`config.mk`:
```
export PLATFORM = sky130hd
export DESIGN_NAME = mem_arbiter
export DESIGN_NICKNAME = d
export VERILOG_FILES = /design/src/rtl/mem_arbiter.sv
export SDC_FILE = /design/constraint.sdc
export NUM_CORES = 1
export LEC_CHECK = 0
export CAP_MARGIN = 0
export CORE_AREA = 2 2 333 335
export CTS_BUF_LIST = sky130_fd_sc_hd__clkbuf_16
export CTS_CLUSTER_DIAMETER = 30
export CTS_CLUSTER_SIZE = 12
export DETAILED_ROUTE_END_ITERATION = 6
export DIE_AREA = 0 0 335 337
export HOLD_SLACK_MARGIN = 0.1
export SETUP_SLACK_MARGIN = 0.3
export SLEW_MARGIN = 20
export SYNTH_ARGS = -nofsm -noshare
export SYNTH_HDL_FRONTEND = slang
export SYNTH_SLANG_ARGS = --single-unit
```
`constraint.sdc`:
```
create_clock -name clk -period 7.15 [get_ports clk]
set_clock_uncertainty 0.15 [all_clocks]
set_input_delay 1.43 -clock clk [delete_from_list [all_inputs] [get_ports clk]]
set_output_delay 1.43 -clock clk [all_outputs]
set_load 0.03 [all_outputs]
```
`src/rtl/mem_arbiter.sv`:
```
// rtl/mem_arbiter.sv - shares single-port main memory between I-cache fills and D-cache fills/write-backs
// One transaction in flight, programmable pre-issue latency, round-robin on ties.
module mem_arbiter #(
    parameter int LATENCY = 5,
    parameter int ADDR_W  = 32,
    parameter int LINE_W  = 128
) (
    input  logic              clk,
    input  logic              rst,
    input  logic              ic_req_ren,
    input  logic [ADDR_W-1:0] ic_req_raddr,
    output logic              ic_rec_en,
    output logic [LINE_W-1:0] ic_rec_cacheline,
    input  logic              dc_req_ren,
    input  logic [ADDR_W-1:0] dc_req_raddr,
    input  logic              dc_req_wen,
    input  logic [ADDR_W-1:0] dc_req_waddr,
    input  logic [LINE_W-1:0] dc_req_wcacheline,
    output logic              dc_rec_en,
    output logic [LINE_W-1:0] dc_rec_cacheline,
    output logic              dc_wack,
    output logic              mem_req_ren,
    output logic [ADDR_W-1:0] mem_req_raddr,
    output logic              mem_req_wen,
    output logic [ADDR_W-1:0] mem_req_waddr,
    output logic [LINE_W-1:0] mem_req_wcacheline,
    input  logic              mem_rec_en,
    input  logic [ADDR_W-1:0] mem_rec_addr,
    input  logic [LINE_W-1:0] mem_rec_cacheline,
    output logic              busy
);
    localparam int CNT_W = (LATENCY > 0) ? $clog2(LATENCY + 1) : 1;

    typedef enum logic [1:0] {S_IDLE, S_WAIT, S_ISSUE, S_RESP} state_t;
    typedef enum logic {OWN_IC = 1'b0, OWN_DC = 1'b1} owner_t;

    state_t              state_q;
    owner_t              owner_q, rr_last_q, owner_d;
    logic [CNT_W-1:0]    cnt_q;
    logic                wr_q, wr_d;
    logic [ADDR_W-1:0]   addr_q, addr_d;
    logic [LINE_W-1:0]   wdata_q;
    logic                mem_ren_q, mem_wen_q, wack_q;
    logic                grant;

    // D-cache takes a tie unless it was the last owner; its write-back precedes its fill.
    always_comb begin
        grant   = ic_req_ren | dc_req_wen | dc_req_ren;
        owner_d = OWN_IC;
        if ((dc_req_wen | dc_req_ren) && (!ic_req_ren || rr_last_q == OWN_IC)) begin
            owner_d = OWN_DC;
        end
        wr_d   = (owner_d == OWN_DC) && dc_req_wen;
        addr_d = ic_req_raddr;
        if (owner_d == OWN_DC) begin
            addr_d = dc_req_wen ? dc_req_waddr : dc_req_raddr;
        end
    end

    always_ff @(posedge clk or posedge rst) begin
        if (rst) begin
            state_q   <= S_IDLE;
            cnt_q     <= '0;
            rr_last_q <= OWN_IC;
            owner_q   <= OWN_IC;
            wr_q      <= 1'b0;
            addr_q    <= '0;
            wdata_q   <= '0;
            mem_ren_q <= 1'b0;
            mem_wen_q <= 1'b0;
            wack_q    <= 1'b0;
        end else begin
            mem_ren_q <= 1'b0;
            mem_wen_q <= 1'b0;
            wack_q    <= 1'b0;
            case (state_q)
                S_IDLE: begin
                    if (grant) begin
                        owner_q   <= owner_d;
                        rr_last_q <= owner_d;
                        wr_q      <= wr_d;
                        addr_q    <= addr_d;
                        wdata_q   <= dc_req_wcacheline;
                        cnt_q     <= CNT_W'(LATENCY);
                        if (LATENCY > 0) begin
                            state_q <= S_WAIT;
                        end else begin
                            state_q   <= S_ISSUE;
                            mem_ren_q <= !wr_d;
                            mem_wen_q <= wr_d;
                            wack_q    <= wr_d;
                        end
                    end
                end
                S_WAIT: begin
                    cnt_q <= cnt_q - CNT_W'(1);
                    if (cnt_q == CNT_W'(1)) begin
                        state_q   <= S_ISSUE;
                        mem_ren_q <= !wr_q;
                        mem_wen_q <= wr_q;
                        wack_q    <= wr_q;
                    end
                end
                S_ISSUE: state_q <= wr_q ? S_IDLE : S_RESP;
                S_RESP: begin
                    if (mem_rec_en) begin
                        state_q <= S_IDLE;
                    end
                end
                default: state_q <= S_IDLE;
            endcase
        end
    end

    assign mem_req_ren        = mem_ren_q;
    assign mem_req_wen        = mem_wen_q;
    assign mem_req_raddr      = addr_q;
    assign mem_req_waddr      = addr_q;
    assign mem_req_wcacheline = wdata_q;
    assign dc_wack            = wack_q;
    assign ic_rec_en          = (state_q == S_RESP) && (owner_q == OWN_IC) && mem_rec_en;
    assign dc_rec_en          = (state_q == S_RESP) && (owner_q == OWN_DC) && mem_rec_en;
    assign ic_rec_cacheline   = mem_rec_cacheline;
    assign dc_rec_cacheline   = mem_rec_cacheline;
    assign busy               = (state_q != S_IDLE);

    a_resp_addr: assert property (@(posedge clk) disable iff (rst)
        (state_q == S_RESP && mem_rec_en) |-> (mem_rec_addr == addr_q));

endmodule

```
==> results of run 1 <==
## worst paths after layout
check | startpoint | to | slack [ns] | cells past startpoint
min reg2reg | mem_req_wcacheline[12] | mem_req_wcacheline[12] | 0.34 | 1
min | mem_req_wcacheline[12] | mem_req_wcacheline[12] | 0.34 | 1
max reg2reg | rr_last_q | mem_req_raddr[2] | 4.63 | 4
max | mem_rec_en | dc_rec_en | 2.25 | 4
max in group asynchronous | rst | mem_req_raddr[7] | 4.39 | 3
min in group asynchronous | rst | mem_req_wcacheline[120] | 1.26 | 2
## sequential cells by signal, indices dropped and copies added (netlist names)
name,count
wr_q,1
rr_last_q,1
cnt_q,3
dc_wack,1
mem_req_raddr,32
mem_req_wcacheline,128
state_q,2
mem_req_ren,1
## through the flow
step / instance area [um^2] / util / std cells / setup slack (ns) / total power [mW]
finish: 13700 / 0.125 / 2325 / 2.25 / 6.15
global route: 13700 / 0.125 / 2321 / 2.06 / 6.50
CTS: 13700 / 0.125 / 2321 / 2.18 / 6.30
detailed placement: 13100 / 0.120 / 2289 / 2.18 / 5.26
global placement: 13100 / 0.120 / 2289 / 2.16 / 5.24
floorplan: 9460 / - / 746 / 0.995 / 4.09
## area by class of cell
class                           instances  area, um^2  area share
Sequential cell                       169        4230       0.308
Tap cell                             1426        1780       0.130
Clock buffer                           17         425      0.0310
Antenna cell                            4        10.0    0.000729
Multi-Input combinational cell        257        2770       0.202
Clock inverter                         15         159      0.0116
Inverter                                5        26.3     0.00191
Timing Repair Buffer                  432        4320       0.315
## logic make-up (layout without fill, tap and decap cells)
kind of cell / after synthesis / count (layout) / synth area share
and+or+nand+nor: 19 / 19 / 0.0122
DFF: 169 / 169 / 0.447
buffers and inverters: 320 / 469 / 0.263
AOI/OAI and AO/OA: 11 / 11 / 0.00793
adders and majority gates: 2 / 2 / 0.00264
other: 0 / 4 / 0
muxes: 225 / 225 / 0.268
## critical path: stages
cell and delay (ns):
clkdlybuf4s50_1 0.51, nand3_1 0.43, nor2_1 0.22, clkdlybuf4s50_1 0.72
## cells in the final DEF, fill, tap and decap left out, types with 2 or more instances in the layout
cell,Yosys,final
o21ai_0,4,4
clkinv_4,0,4
mux2_1,178,178
a21oi_1,2,2
inv_8,0,5
clkdlybuf4s50_1,0,426
nor2b_1,2,2
ha_1,2,2
inv_6,0,2
and3_1,2,2
inv_1,5,4
nand2_1,3,3
clkinv_8,0,3
nor2_1,3,3
diode_2,0,4
dfrtp_1,169,169
nand2b_1,2,2
mux2_2,47,47
buf_4,289,4
clkbuf_16,0,17
## power breakdown
part	switching (mW)	internal [mW]	leakage, nW
Clock	0.499	0.466	0.284
Combinational	1.89	1.50	2.74
Sequential	0.351	1.45	1.99
Total	2.74	3.41	5.01
## layer usage
| layer | global-route usage | vias up | share of wire |
|---|---|---|---|
| met4 | 0.0338 | 14 | 0.035 |
| met3 | 0.0523 | 100 | 0.17 |
| met5 | 0.0157 | - | 0.0075 |
| met1 | 0.0679 | 2713 | 0.34 |
| met2 | 0.105 | 563 | 0.44 |
| li1 | - | 2479 | - |
==> flow_metrics.py, run 1 <==
metrics = {
    "power_and_ir_drop": {
        "vdd_drop_max_mv": 0.308,
        "power_density_nw_per_um2": 448,
        "power_leakage_nw": 5.01,
    },
    "synthesis": {
        "synth_edf_count": 0,
        "yosys-top-cells-count": "buf_4, mux2_1, dfrtp_1",
        "synth_flop_cell": "dfrtp_1",
        "synth_seq_area_share": 0.447,
        "synth_cell_type_count": 30,
        "netlist_instances": 746,
        "synth_area_um2": 9460,
        "yosysTopAreaCellShare": 0.447,
        "synth.net_count": 1138,
        "yosysMostFrequentCell": "buf_4",
        "synth_area_leaders": "dfrtp_1, buf_4, mux2_1, mux2_2, buf_6",
        "async_flop_share": 1.00,
        "yosys_register_bits": 169,
        "syn_avg_cell_area_um2": 12.7,
        "yosys_warnings": 0,
        "yosysTopAreaCell": "dfrtp_1",
    },
    "placed_design": {
        "globalplace.congestion": 0.697,
        "port_buffers": 427,
        "hpwl_mm": 32.8,
    },
    "floorplanning": {
        "dieArea_um2": 113000,
        "ios": 844,
        "die_h_um": 337,
        "std_cell_rows": 122,
        "die_width_um": 335,
        "coreArea_um2": 110000,
        "initial_core_util": 0.0864,
    },
    "drt": {
        "drt_iter0_markers": 139,
        "totalWireLength_mm": 40.2,
        "ant_nets": 0,
        "routed_via_density": 2.52,
        "vias": 5869,
        "drt-wirelength-per-cell_um": 17.3,
        "drc": 0,
        "dr.pass1.iters": 4,
    },
    "timing": {
        "worst_pin_slew_ns": 0.788,
        "rsz0062_at_grt": "false",
        "hold-worst-slack_ns": 0.340,
        "max_freq_mhz": 204,
        "max-slew-margin-rel": 0.475,
        "maxSlewViolCount": 0,
        "min_period_over_period": 0.686,
        "setup_viol": 0,
        "tns_ns": 0,
        "min_period_ns": 4.90,
        "hold_violations": 0,
    },
    "cts": {
        "hold_buffers": 0,
        "htreeDepth": 4,
        "clk_pin_slew_ns": 0.07,
        "clk-insertion-delay-late_ns": 0.49,
        "cts_made_buffers": 17,
        "post-cts-setup-buffers": 0,
        "cts_buffer_depth": 2,
        "cts_resized": 0,
        "cts_root_buffer": "clkbuf_16",
        "cts_num_sinks": 169,
        "cts_tree": "yes",
    },
    "critical_path": {
        "startpoint_type": "input pin",
        "worstPathArrival_ns": 3.32,
        "crit_type": "input pin to output pin",
        "critPathMaxFanout": 3,
        "required_ns": 5.57,
        "endpoint_kind": "output pin",
    },
    "grt": {
        "grt_use_total": 0.0691,
        "grt_pass1_wl_mm": 52.5,
        "grt_pass1_vias": 6422,
        "grt_max_degree": 88,
        "grt_overflow": 0,
        "antenna_found_initial": 16,
    },
    "job": {
        "max_cap_violations": 0,
    },
    "final_layout": {
        "areaGrowthSynthToFinish_pct": 45.0,
        "nets": 1274,
        "num-fill-cells": 12440,
        "drive_gt1_frac": 0.101,
    },
    "outcome": {
        "status": "completed",
    },
    "min_path": {
        "hold_class": "flop to flop",
    },
}
No activity file was read; power rests on OpenSTA's default activity.
==> run 2, diff against run 1 <==
==> constraint.sdc (replaced) <==
create_clock -name clk -period 4.8 [get_ports clk]
set_clock_uncertainty 0.15 [all_clocks]
set_input_delay 0.96 -clock clk [delete_from_list [all_inputs] [get_ports clk]]
set_output_delay 0.96 -clock clk [all_outputs]
set_load 0.03 [all_outputs]
==> flow_metrics.py, run 2 (synthesized netlist as in run 1, its figures left out) <==
metrics = {
    "floorplanning": {
        "ios": 844,
        "dieArea_um2": 113000,
        "std_cell_rows": 122,
        "initial_core_util": 0.0864,
        "coreArea_um2": 110000,
        "die_width_um": 335,
        "die_h_um": 337,
    },
    "cts": {
        "cts_tree": "yes",
        "cts_buffer_depth": 2,
        "cts_made_buffers": 17,
        "post-cts-setup-buffers": 0,
        "cts_num_sinks": 169,
        "clk-insertion-delay-late_ns": 0.50,
        "hold_buffers": 0,
        "clk_pin_slew_ns": 0.07,
        "cts_resized": 0,
        "cts_root_buffer": "clkbuf_16",
        "htreeDepth": 4,
    },
    "final_layout": {
        "nets": 1281,
        "largest_reg_flops": 128,
        "final_common_cell": "clkdlybuf4s50_1",
        "layout_common_cells": "clkdlybuf4s50_1, mux2_1, dfrtp_1, mux2_2, clkbuf_16",
        "areaGrowthSynthToFinish_pct": 46.4,
        "drive_gt1_frac": 0.106,
        "num-fill-cells": 12415,
        "stdcell_count": 2333,
    },
    "drt": {
        "dr.pass1.iters": 4,
        "drc": 0,
        "routed_via_density": 2.54,
        "drt_iter0_markers": 134,
        "drt-wirelength-per-cell_um": 17.4,
        "totalWireLength_mm": 40.6,
        "vias": 5919,
        "ant_nets": 0,
    },
    "timing": {
        "min_period_ns": 3.99,
        "setup_viol": 0,
        "hold-worst-slack_ns": 0.341,
        "hold_violations": 0,
        "max-slew-margin-rel": 0.567,
        "fin_ws_ns": 0.814,
        "max_freq_mhz": 251,
        "tns_ns": 0,
        "maxSlewViolCount": 0,
        "worst_pin_slew_ns": 0.649,
        "rsz0062_at_grt": "false",
        "min_period_over_period": 0.831,
    },
    "power_and_ir_drop": {
        "vdd_drop_max_mv": 0.415,
        "total_power_mw": 9.37,
        "power_leakage_nw": 5.08,
        "power_density_nw_per_um2": 677,
    },
    "grt": {
        "grt_pass1_wl_mm": 53.1,
        "grt_use_total": 0.0702,
        "grt_overflow": 0,
        "grt_pass1_vias": 6407,
        "grt_max_degree": 71,
        "antenna_found_initial": 23,
    },
    "critical_path": {
        "critPathMaxFanout": 3,
        "worstPathArrival_ns": 2.88,
        "r2r-end": "mem_req_raddr[30]",
        "r2r-start": "rr_last_q",
        "startpoint_type": "input pin",
        "endpoint_kind": "output pin",
        "reg2reg_depth": 4,
        "reg2reg_slack_ns": 2.40,
        "required_ns": 3.69,
        "crit_type": "input pin to output pin",
    },
    "placed_design": {
        "place_ws_ns": 0.827,
        "globalplace.congestion": 0.709,
        "dp_cells": 2296,
        "port_buffers": 427,
        "hpwl_mm": 33.0,
    },
    "min_path": {
        "worstHoldPathCells": 1,
        "worstHoldEndpoint": "mem_req_wcacheline[4]",
        "hp-start": "mem_req_wcacheline[4]",
        "hold_class": "flop to flop",
    },
    "job": {
        "max_cap_violations": 0,
    },
    "outcome": {
        "status": "completed",
    },
}
## run 2: cell types whose count changed in the layout (fill, tap and decap cells not counted), sizes merged
| cell | before | now |
|---|---|---|
| inv | 11 | 13 |
| diode | 4 | 5 |
| clkinv | 8 | 2 |
| buf | 6 | 13 |
| bufinv | 0 | 3 |
| clkinvlp | 1 | 2 |
## run 2: how the worst max path moves through the flow
| stage | to | slack (ns) | startpoint |
|---|---|---|---|
| 2_1_floorplan | cnt_q[0] | 1.54 | rst |
| 6_report | dc_rec_en | 0.81 | mem_rec_en |
| 3_5_place_dp | dc_rec_en | 0.83 | mem_rec_en |
| 5_1_grt | dc_rec_en | 0.80 | mem_rec_en |
| 3_3_place_gp | dc_rec_en | 0.82 | mem_rec_en |
| 4_1_cts | dc_rec_en | 0.83 | mem_rec_en |
## run 2: stage by stage
step / instance area (um^2) / utilization
2_1_floorplan: 9470 / -
3_3_place_gp: 13200 / 0.120
3_5_place_dp: 13200 / 0.120
4_1_cts: 13800 / 0.126
5_1_grt: 13800 / 0.126
6_report: 13900 / 0.126
## run 2: report_power, final
| group | switching (mW) | internal, mW | leakage, nW | total, mW |
|---|---|---|---|---|
| clock network | 0.744 | 0.843 | 0.311 | 1.59 |
| logic | 2.87 | 2.25 | 2.78 | 5.12 |
| registers | 0.507 | 2.16 | 1.99 | 2.67 |
## run 2: area by class of cell
| type | count | area [um^2] | share of cell area |
|---|---|---|---|
| diodes | 5 | 12.5 | 0.000903 |
| clock buffers | 17 | 425 | 0.0307 |
| clock inverters | 15 | 206 | 0.0149 |
| inverters | 5 | 22.5 | 0.00163 |
| multi-input cells | 257 | 2770 | 0.200 |
| flip-flops and latches | 169 | 4230 | 0.305 |
| well taps | 1426 | 1780 | 0.129 |
| repair buffers | 439 | 4400 | 0.317 |
## run 2: critical path, stage by stage
cell and delay, ns:
clkdlybuf4s50_1 0.50, nand3_1 0.45, nor2_1 0.25, clkdlybuf4s50_1 0.70
## run 2: per-layer routing
layer  global-route usage  part of all wire
met3               0.0549              0.17
met5                    0            0.0032
met2                0.101              0.42
met1               0.0711              0.36
met4               0.0418             0.044
